===== src/rtl/shift_pkg.sv =====
// -----------------------------------------------------------------------------
// shift_pkg
// Shared definitions for the EX-stage shifter: op encodings and default widths.
// Optional feature macro: SHIFT_ROTR_EN (op 11 becomes rotate-right).
// -----------------------------------------------------------------------------
package shift_pkg;

  localparam int DATA_W_DEF  = 32;
  localparam int SHAMT_W_DEF = 5;
  localparam int TAG_W_DEF   = 5;

  typedef enum logic [1:0] {
    OP_SLL  = 2'b00,
    OP_SRL  = 2'b01,
    OP_SRA  = 2'b10,
    OP_ROTR = 2'b11
  } shift_op_e;

endpackage


===== src/rtl/shift_stage.sv =====
// -----------------------------------------------------------------------------
// shift_stage
// Combinational partial-shift slice. Shifts i_data by (i_amt * GRAN) bits
// according to i_op. Two slices in series (GRAN=8, then GRAN=1) build the
// full barrel shifter.
// Optional feature macro: SHIFT_ROTR_EN (op 11 rotates right; otherwise op 11
// passes data through unchanged and no rotate logic exists).
//
// Ports:
//   i_op    op code (shift_pkg::shift_op_e encoding)
//   i_data  value to shift
//   i_amt   shift amount in units of GRAN bits
//   o_data  shifted value
// -----------------------------------------------------------------------------
module shift_stage
  import shift_pkg::*;
#(
  parameter int DATA_W = DATA_W_DEF,
  parameter int AMT_W  = 2,
  parameter int GRAN   = 8
) (
  input  logic [1:0]        i_op,
  input  logic [DATA_W-1:0] i_data,
  input  logic [AMT_W-1:0]  i_amt,
  output logic [DATA_W-1:0] o_data
);

  int                       w_sh;
  logic signed [DATA_W-1:0] w_sdata;

  always_comb begin
    w_sh    = int'(i_amt) * GRAN;
    w_sdata = i_data;
    o_data  = i_data;
    case (shift_op_e'(i_op))
      OP_SLL:  o_data = i_data << w_sh;
      OP_SRL:  o_data = i_data >> w_sh;
      // Arithmetic shift on the signed view replicates the sign bit; in the
      // second slice the sign bit is already correct from the first slice.
      OP_SRA:  o_data = w_sdata >>> w_sh;
`ifdef SHIFT_ROTR_EN
      // With w_sh == 0 the left term shifts by DATA_W and yields zero.
      OP_ROTR: o_data = (i_data >> w_sh) | (i_data << (DATA_W - w_sh));
`endif
      default: o_data = i_data;
    endcase
  end

endmodule


===== src/rtl/shift_exec_unit.sv =====
// -----------------------------------------------------------------------------
// shift_exec_unit
// EX-stage 2-stage pipelined barrel shifter for SLL/SRL/SRA and the variable
// forms. Stage 1 shifts by shamt[4:3]*8, stage 2 by shamt[2:0]. The destination
// tag travels with the data. valid/ready handshake on both sides.
// Optional feature macro: SHIFT_ROTR_EN (op 11 = ROTR; otherwise pass-through).
//
// Ports:
//   clk, rst           clock, synchronous active-high reset
//   flush              synchronous kill of all in-flight ops; drops same-cycle input
//   in_valid/in_ready  input handshake
//   in_op              00 SLL, 01 SRL, 10 SRA, 11 ROTR/pass-through
//   in_data            value to shift
//   in_shamt           shift amount; only [SHAMT_W-1:0] used
//   in_tag             destination register number
//   out_valid/out_ready output handshake
//   out_data, out_tag  result and its tag, driven straight from stage-2 registers
// -----------------------------------------------------------------------------
module shift_exec_unit
  import shift_pkg::*;
#(
  parameter int DATA_W  = DATA_W_DEF,
  parameter int SHAMT_W = SHAMT_W_DEF,
  parameter int TAG_W   = TAG_W_DEF
) (
  input  logic              clk,
  input  logic              rst,
  input  logic              flush,
  input  logic              in_valid,
  output logic              in_ready,
  input  logic [1:0]        in_op,
  input  logic [DATA_W-1:0] in_data,
  input  logic [DATA_W-1:0] in_shamt,
  input  logic [TAG_W-1:0]  in_tag,
  output logic              out_valid,
  input  logic              out_ready,
  output logic [DATA_W-1:0] out_data,
  output logic [TAG_W-1:0]  out_tag
);

  localparam int FINE_W   = 3;
  localparam int COARSE_W = SHAMT_W - FINE_W;

  logic [1:0]        r_op_p1;
  logic [TAG_W-1:0]  r_tag_p1;
  logic [FINE_W-1:0] r_fine_p1;
  logic [DATA_W-1:0] r_data_p1;
  logic              r_vld_p1;

  logic [DATA_W-1:0] r_data_p2;
  logic [TAG_W-1:0]  r_tag_p2;
  logic              r_vld_p2;

  logic [DATA_W-1:0] w_res_p1;
  logic [DATA_W-1:0] w_res_p2;
  logic              w_s1_adv;
  logic              w_s2_adv;
  logic              w_accept;
  logic              w_unused_shamt;

  // Upper shamt bits carry the rest of rs for the V-forms and are ignored.
  assign w_unused_shamt = ^in_shamt[DATA_W-1:SHAMT_W];

  assign w_s2_adv = !r_vld_p2 || out_ready;
  assign w_s1_adv = !r_vld_p1 || w_s2_adv;
  assign in_ready = w_s1_adv;
  assign w_accept = in_valid && w_s1_adv;

  // ---- Stage 1: coarse shift by shamt[4:3] * 8 ----
  shift_stage #(
    .DATA_W (DATA_W),
    .AMT_W  (COARSE_W),
    .GRAN   (8)
  ) u_stage_p1 (
    .i_op   (in_op),
    .i_data (in_data),
    .i_amt  (in_shamt[SHAMT_W-1:FINE_W]),
    .o_data (w_res_p1)
  );

  always_ff @(posedge clk) begin
    if (rst) begin
      r_vld_p1  <= 1'b0;
      r_op_p1   <= '0;
      r_tag_p1  <= '0;
      r_fine_p1 <= '0;
      r_data_p1 <= '0;
    end else if (flush) begin
      r_vld_p1  <= 1'b0;
    end else if (w_s1_adv) begin
      r_vld_p1 <= in_valid;
      if (w_accept) begin
        r_op_p1   <= in_op;
        r_tag_p1  <= in_tag;
        r_fine_p1 <= in_shamt[FINE_W-1:0];
        r_data_p1 <= w_res_p1;
      end
    end
  end

  // ---- Stage 2: fine shift by shamt[2:0] ----
  shift_stage #(
    .DATA_W (DATA_W),
    .AMT_W  (FINE_W),
    .GRAN   (1)
  ) u_stage_p2 (
    .i_op   (r_op_p1),
    .i_data (r_data_p1),
    .i_amt  (r_fine_p1),
    .o_data (w_res_p2)
  );

  always_ff @(posedge clk) begin
    if (rst) begin
      r_vld_p2  <= 1'b0;
      r_tag_p2  <= '0;
      r_data_p2 <= '0;
    end else if (flush) begin
      r_vld_p2  <= 1'b0;
    end else if (w_s2_adv) begin
      r_vld_p2 <= r_vld_p1;
      if (r_vld_p1) begin
        r_tag_p2  <= r_tag_p1;
        r_data_p2 <= w_res_p2;
      end
    end
  end

  // ---- Output: registered stage-2 state ----
  assign out_valid = r_vld_p2;
  assign out_data  = r_data_p2;
  assign out_tag   = r_tag_p2;

endmodule

===== config.mk =====
export PLATFORM = sky130hd
export DESIGN_NAME = shift_exec_unit
export DESIGN_NICKNAME = d
export VERILOG_FILES = /design/src/rtl/shift_pkg.sv /design/src/rtl/shift_stage.sv /design/src/rtl/shift_exec_unit.sv
export SDC_FILE = /design/constraint.sdc
export NUM_CORES = 1
export LEC_CHECK = 0
export ABC_AREA = 1
export BUFFER_PORTS_ARGS = -buffer_cell sky130_fd_sc_hd__buf_2
export CORE_MARGIN = 5
export CORE_UTILIZATION = 45
export CTS_CLUSTER_DIAMETER = 30
export DETAILED_ROUTE_END_ITERATION = 16
export PLACE_DENSITY = 0.65
export SYNTH_ARGS = -nofsm -noshare
export SYNTH_HDL_FRONTEND = slang
export SYNTH_HIERARCHICAL = 1
export SYNTH_SLANG_ARGS = --single-unit

===== constraint.sdc =====
create_clock -name clk -period 1.95 [get_ports clk]
set_input_delay 0.0975 -clock clk [delete_from_list [all_inputs] [get_ports clk]]
set_output_delay 0.0975 -clock clk [all_outputs]
set_load 0.01 [all_outputs]

# Word level (Yosys, flattened, before mapping)
# Cells that the tools add are included.
op_classes:
  n_eq_ne: 4
  n_shift: 6
  n_mux: 2
  n_bitwise: 1
  reduce_logical: 10
ops:
  columns: ["op", "n"]
  rows:
  - ["case mux 32 bit (3 select lines)", 2]
  - ["<< shifter 32 x 3 -> 32 bit", 1]
  - ["<< shifter 32 x 5 -> 32 bit", 1]
  - [">> shifter 32 x 3 -> 32 bit", 1]
  - [">> shifter 32 x 5 -> 32 bit", 1]
  - [">>> shifter 32 x 3 -> 32 bit", 1]
  - [">>> shifter 32 x 5 -> 32 bit", 1]
  - ["AND reduction 3 bit", 2]
  - ["equality test 2 x 1 -> 1 bit, second input constant", 2]
  - ["equality test 2 bit, second input constant", 2]
  - ["logical NOT 2 bit", 2]
  - ["logical NOT 1 bit", 2]
  - ["logical OR 1 bit", 2]
  - ["OR reduction 2 bit", 1]
  - ["logical AND 1 bit", 1]
  - ["NOT 1 bit", 1]
totals:
  ff_bits: 81
  inputBits: 76
  output_inout_bits: 39
  wordCells: 31

# Logic depth before layout (Yosys ltp)
logic_depth:
  word_depth: 5
  mapped_depth: 14

# Hierarchy
# Netlist, hierarchy kept.
modules_own_cells:
  columns: ["module", "n_inst", "cells_each", "area_each_um2", "seq_area_each_um2"]
  rows:
  - ["shift_exec_unit", 1, 492, 3570.9, 1621.6]
  - ["shift_stage at u_stage_p2", 1, 559, 2631.3, 0.0]
  - ["shift_stage at u_stage_p1", 1, 390, 1740.4, 0.0]

# Least setup slack after synthesis
# No wires, ideal clock.
synth_timing:
  path_kind: "register -> register"
  from: "reg r_op_p1[1]"
  to: "reg r_data_p2[2] (netlist: out_data[2])"
  arrival_ps: 1353
  t_required_ps: 1835
  setup_slack_ps: 482
  path_stages_with_launch: 11
  path_cell_list: "dfxtp_1 -> buf_4 -> nand2_1 -> inv_1 -> buf_4 -> buf_4 -> nand2_1 -> nand3_1 -> nand3b_1 -> nand2_1 -> nor2_1"
synth_via:
  elab_chain_len: 2
synth_rtl:
  columns: ["element", "line", "rtl"]
  rows:
  - ["from (decl)", "shift_exec_unit.sv:44", "logic [1:0] r_op_p1;"]
  - ["from (signal assigned)", "shift_exec_unit.sv:93", "r_op_p1 <= in_op;"]
  - ["equality test 2 bit (tied with other cells)", "shift_stage.sv:35", "case (shift_op_e'(i_op))"]
  - ["case mux 32 bit (3 select lines) (*)", "shift_stage.sv:35", null]
  - ["net w_res_p2[2]", "shift_exec_unit.sv:55", "logic [DATA_W-1:0] w_res_p2;"]
  - ["to (signal assigned)", "shift_exec_unit.sv:124", "r_data_p2 <= w_res_p2;"]
  - ["to (decl)", "shift_exec_unit.sv:50", "logic [DATA_W-1:0] r_data_p2;"]
# Mark *: on every way through the listed nets, which the timed path passes. The rest lies on a longest branch.
# A chain may end at the register's enable or synchronous reset.

# Worst setup path after layout
layout_timing:
  from: "reg r_fine_p1[0]"
  to: "reg r_data_p2[8] (netlist: out_data[8])"
layout_via:
  elab_chain_len: 2
layout_rtl:
  columns: ["element", "line", "rtl"]
  rows:
  - ["from (decl)", "shift_exec_unit.sv:46", "logic [FINE_W-1:0] r_fine_p1;"]
  - ["from (signal assigned)", "shift_exec_unit.sv:95", "r_fine_p1 <= in_shamt[FINE_W-1:0];"]
  - [">>> shifter 32 x 3 -> 32 bit (tied with other cells)", "shift_stage.sv:40", "OP_SRA: o_data = w_sdata >>> w_sh;"]
  - ["case mux 32 bit (3 select lines) (*)", "shift_stage.sv:35", null]
  - ["net w_res_p2[8]", "shift_exec_unit.sv:55", null]
# Marks and branches as above.

==> impl_metrics.toml <==
[logic_synthesis]
synth_area_um2 = 7940
ys_types = 31
ys_ff_latch = 81
synth_top_area_share_pct = 23.7
synth_edf_count = 0
yosysMostFrequentCell = "nand2_1"
synth_nets = 1517
synthTopCellsByCount = "501 x nand2_1, 302 x nand3_1, 119 x nor2_1"
synth_area_leaders = "nand2_1 24%, dfxtp_1 20%, nand3_1 19%"
synth.avg_cell_area_um2 = 5.51
synth.largest_area_cell = "nand2_1"
yosysWarnings = 6
synthArstFlopShare_pct = 0
synthCells = 1441
ys.flop_type = "dfxtp_1"
ys_seq_area_share_pct = 20.4

[timing]
setup-violations-final = 0
slew_violations = 0
finalHoldViolations = 0
timing.setup.tns_ps = 0
fin_crit_ps = 1810
rsz0062_at_grt = "no"
fmaxAchievable_mhz = 553
worst_pin_slew_ps = 443
fin_worst_skew_ps = 4.69
fin_crit_sh_pct = 92.7
timing.slew.headroom_pct = 70.4

[placement]
dpl_cell_area_um2 = 8450
hpwl_um = 18000
port_buffers = 87
gp_congestion = 0.957

[clock_tree]
cts_buffers = 9
clkLatencyLatePin_ps = 350
ctsResizeCount = 0
clk_pin_slew_worst_paths_ps = 60
cts-root-buf = "clkbuf_16"
cts_hold_buf = 0
post_cts_buffers = 0
cts_tree = "built"
h-tree-depth = 3
clock_sinks = 81
clockBufferDepth = 2

[floorplan]
die-area_um2 = 20400
rows = 48
start_util_pct = 45.9
die_w_um = 143
core_um2 = 17300
dieHeight_um = 143
num_io_pins = 115

[global_routing]
overflow = 0
track_usage_pct = 24.7
grt_max_degree = 87
grt_pass1_wl_um = 41800
antenna_found_initial = 0
grt_pass1_vias = 8409

[finish]
area_growth_pct = 10.8
drive_above_1_share_pct = 11.9
final_util_pct = 50.9
final_area_um2 = 8800
nNetsFinal = 1550
num_antenna_cells = 0

[power_and_ir_drop]
power_leakage_nw = 4.50
p_per_area_nw_per_um2 = 617
vdd_ir_drop_max_v = 0.000537
p_total_mw = 5.43

[critical_path]
crit_slowest_cell = "dfxtp_1"
cp.arrival_ps = 2100
r2r_start = "r_fine_p1[0]"
crit_family = "simple AND/OR/NAND/NOR gates"
crit_fanout = 33
r2r_slack_ps = 140
cp-start-kind = "flip-flop"
cp.buffers_inverters = 1
critical_path_class = "flip-flop to flip-flop"
regToRegEndpoint = "out_data[8]"
crit_path_end_kind = "flip-flop"
critPathMaxStageDelay_ps = 350
r2r_cells = 10
worstPathRequired_ps = 2250
crit_chain = "inv_4 -> nand2_1 -> nand3_1 -> nand3_1 -> nand2_1 -> nand2_1 -> a21oi_1 -> nand3b_1 -> nand2_1 -> nor2_1"
cpMostUsedCell = "nand2_1"

[route]
ant_nets = 0
routed_wl_um = 25300
wl_per_cell_um = 14.9
wl_met1_um = 11100
wl_met2_um = 11300
routed.top_layer = "met4"
vias = 9470
viasPerCell = 5.56
dr_wl_met3_um = 1990
drt-initial-drc-count = 1124
dr.pass1.iters = 6
drc_errors = 0

[status]
status = "finished clean"

[hold_path]
hold_depth = 3
min_to = "r_vld_p1"
hp-start = "rst"
min_path_type = "primary input to flip-flop"

[job]
maxCapViolCount = 0
## how the worst max path moves through the flow
| stage | from | endpoint | slack, ps | depth (start not counted) |
|---|---|---|---|---|
| after floorplan | r_op_p1[1] | out_data[2] | 480 | 10 |
| after global placement | r_op_p1[0] | out_data[8] | 220 | 10 |
| after detailed placement | r_op_p1[0] | out_data[8] | 190 | 10 |
| after CTS | r_op_p1[0] | out_data[8] | 160 | 10 |
| after global routing | r_op_p1[0] | out_data[9] | 10 | 8 |
| final | r_fine_p1[0] | out_data[8] | 140 | 10 |
## power breakdown
part,total (mW),internal [mW],switching [mW]
logic,1.73,0.636,1.09
registers,1.84,1.74,0.0961
clock network,1.86,1.13,0.725
total,5.43,3.51,1.91
## logic make-up (layout without fill, tap and decap cells)
family | after synthesis | in the layout | share of synthesized area (%)
simple gates | 996 | 996 | 55.5
flops | 81 | 81 | 20.4
buf+inv | 198 | 236 | 12.9
compound gates | 165 | 165 | 10.9
xor+xnor | 1 | 1 | 0.205
## worst reg2reg max path: cells and delay by family (launching register included)
| family | cells | cell delay [ps] |
|---|---|---|
| DFF | 1 | 350 |
| AOI/OAI and AO/OA | 1 | 250 |
| and+or+nand+nor | 8 | 850 |
| buffers and inverters | 1 | 300 |
## sequential cells by signal, indices dropped and copies added, names as in the netlist
| name | flops |
|---|---|
| out_data | 32 |
| out_tag | 5 |
| out_valid | 1 |
| r_data_p1 | 32 |
| r_fine_p1 | 3 |
| r_op_p1 | 2 |
| r_tag_p1 | 5 |
| r_vld_p1 | 1 |
## per-layer routing
metal / vias up / GRT usage, %
met4: 0 / 9.45
met1: 4199 / 34.4
met3: 68 / 3.58
met5: - / 0
li1: 4792 / -
met2: 411 / 38.8
## placed cells by master, fill, tap and decap left out, types with 2 or more instances in the layout
cell	netlist	layout
nand3_1	302	302
inv_2	7	7
nor2_8	3	3
nand3b_1	41	41
o21ai_0	45	45
clkinvlp_4	0	2
inv_1	82	82
bufinv_16	0	2
nor2_4	1	3
nor2_1	119	119
clkbuf_16	0	9
o21ai_1	5	5
a21oi_1	101	101
buf_4	27	28
nand3_2	2	2
o211ai_1	11	11
clkinv_4	0	2
buf_12	0	13
inv_4	3	3
nand2_2	5	6
dfxtp_1	81	80
buf_2	36	87
nand2_1	501	500
nand4_1	11	11
and2_1	3	3
nor2_2	5	3
## metrics by stage
| step | cells | hold WS [ps] | setup slack (ps) |
|---|---|---|---|
| 6_report | 1704 | 21.5 | 142 |
| 5_1_grt | 1704 | 44.8 | 13.7 |
| 4_1_cts | 1703 | 12.4 | 162 |
| 3_5_place_dp | 1687 | 389 | 186 |
| 3_3_place_gp | 1687 | 387 | 217 |
| 2_1_floorplan | 1441 | 266 | 482 |
## layout make-up
class / count / area [um2]
timing repair buffer: 128 / 906
inverter: 92 / 353
tap: 225 / 282
fill: 1893 / 8500
sequential: 81 / 1620
clock buffer: 9 / 225
clock inverter: 7 / 104
multi-input combinational: 1162 / 5310
(Power assumes the default switching activity.)
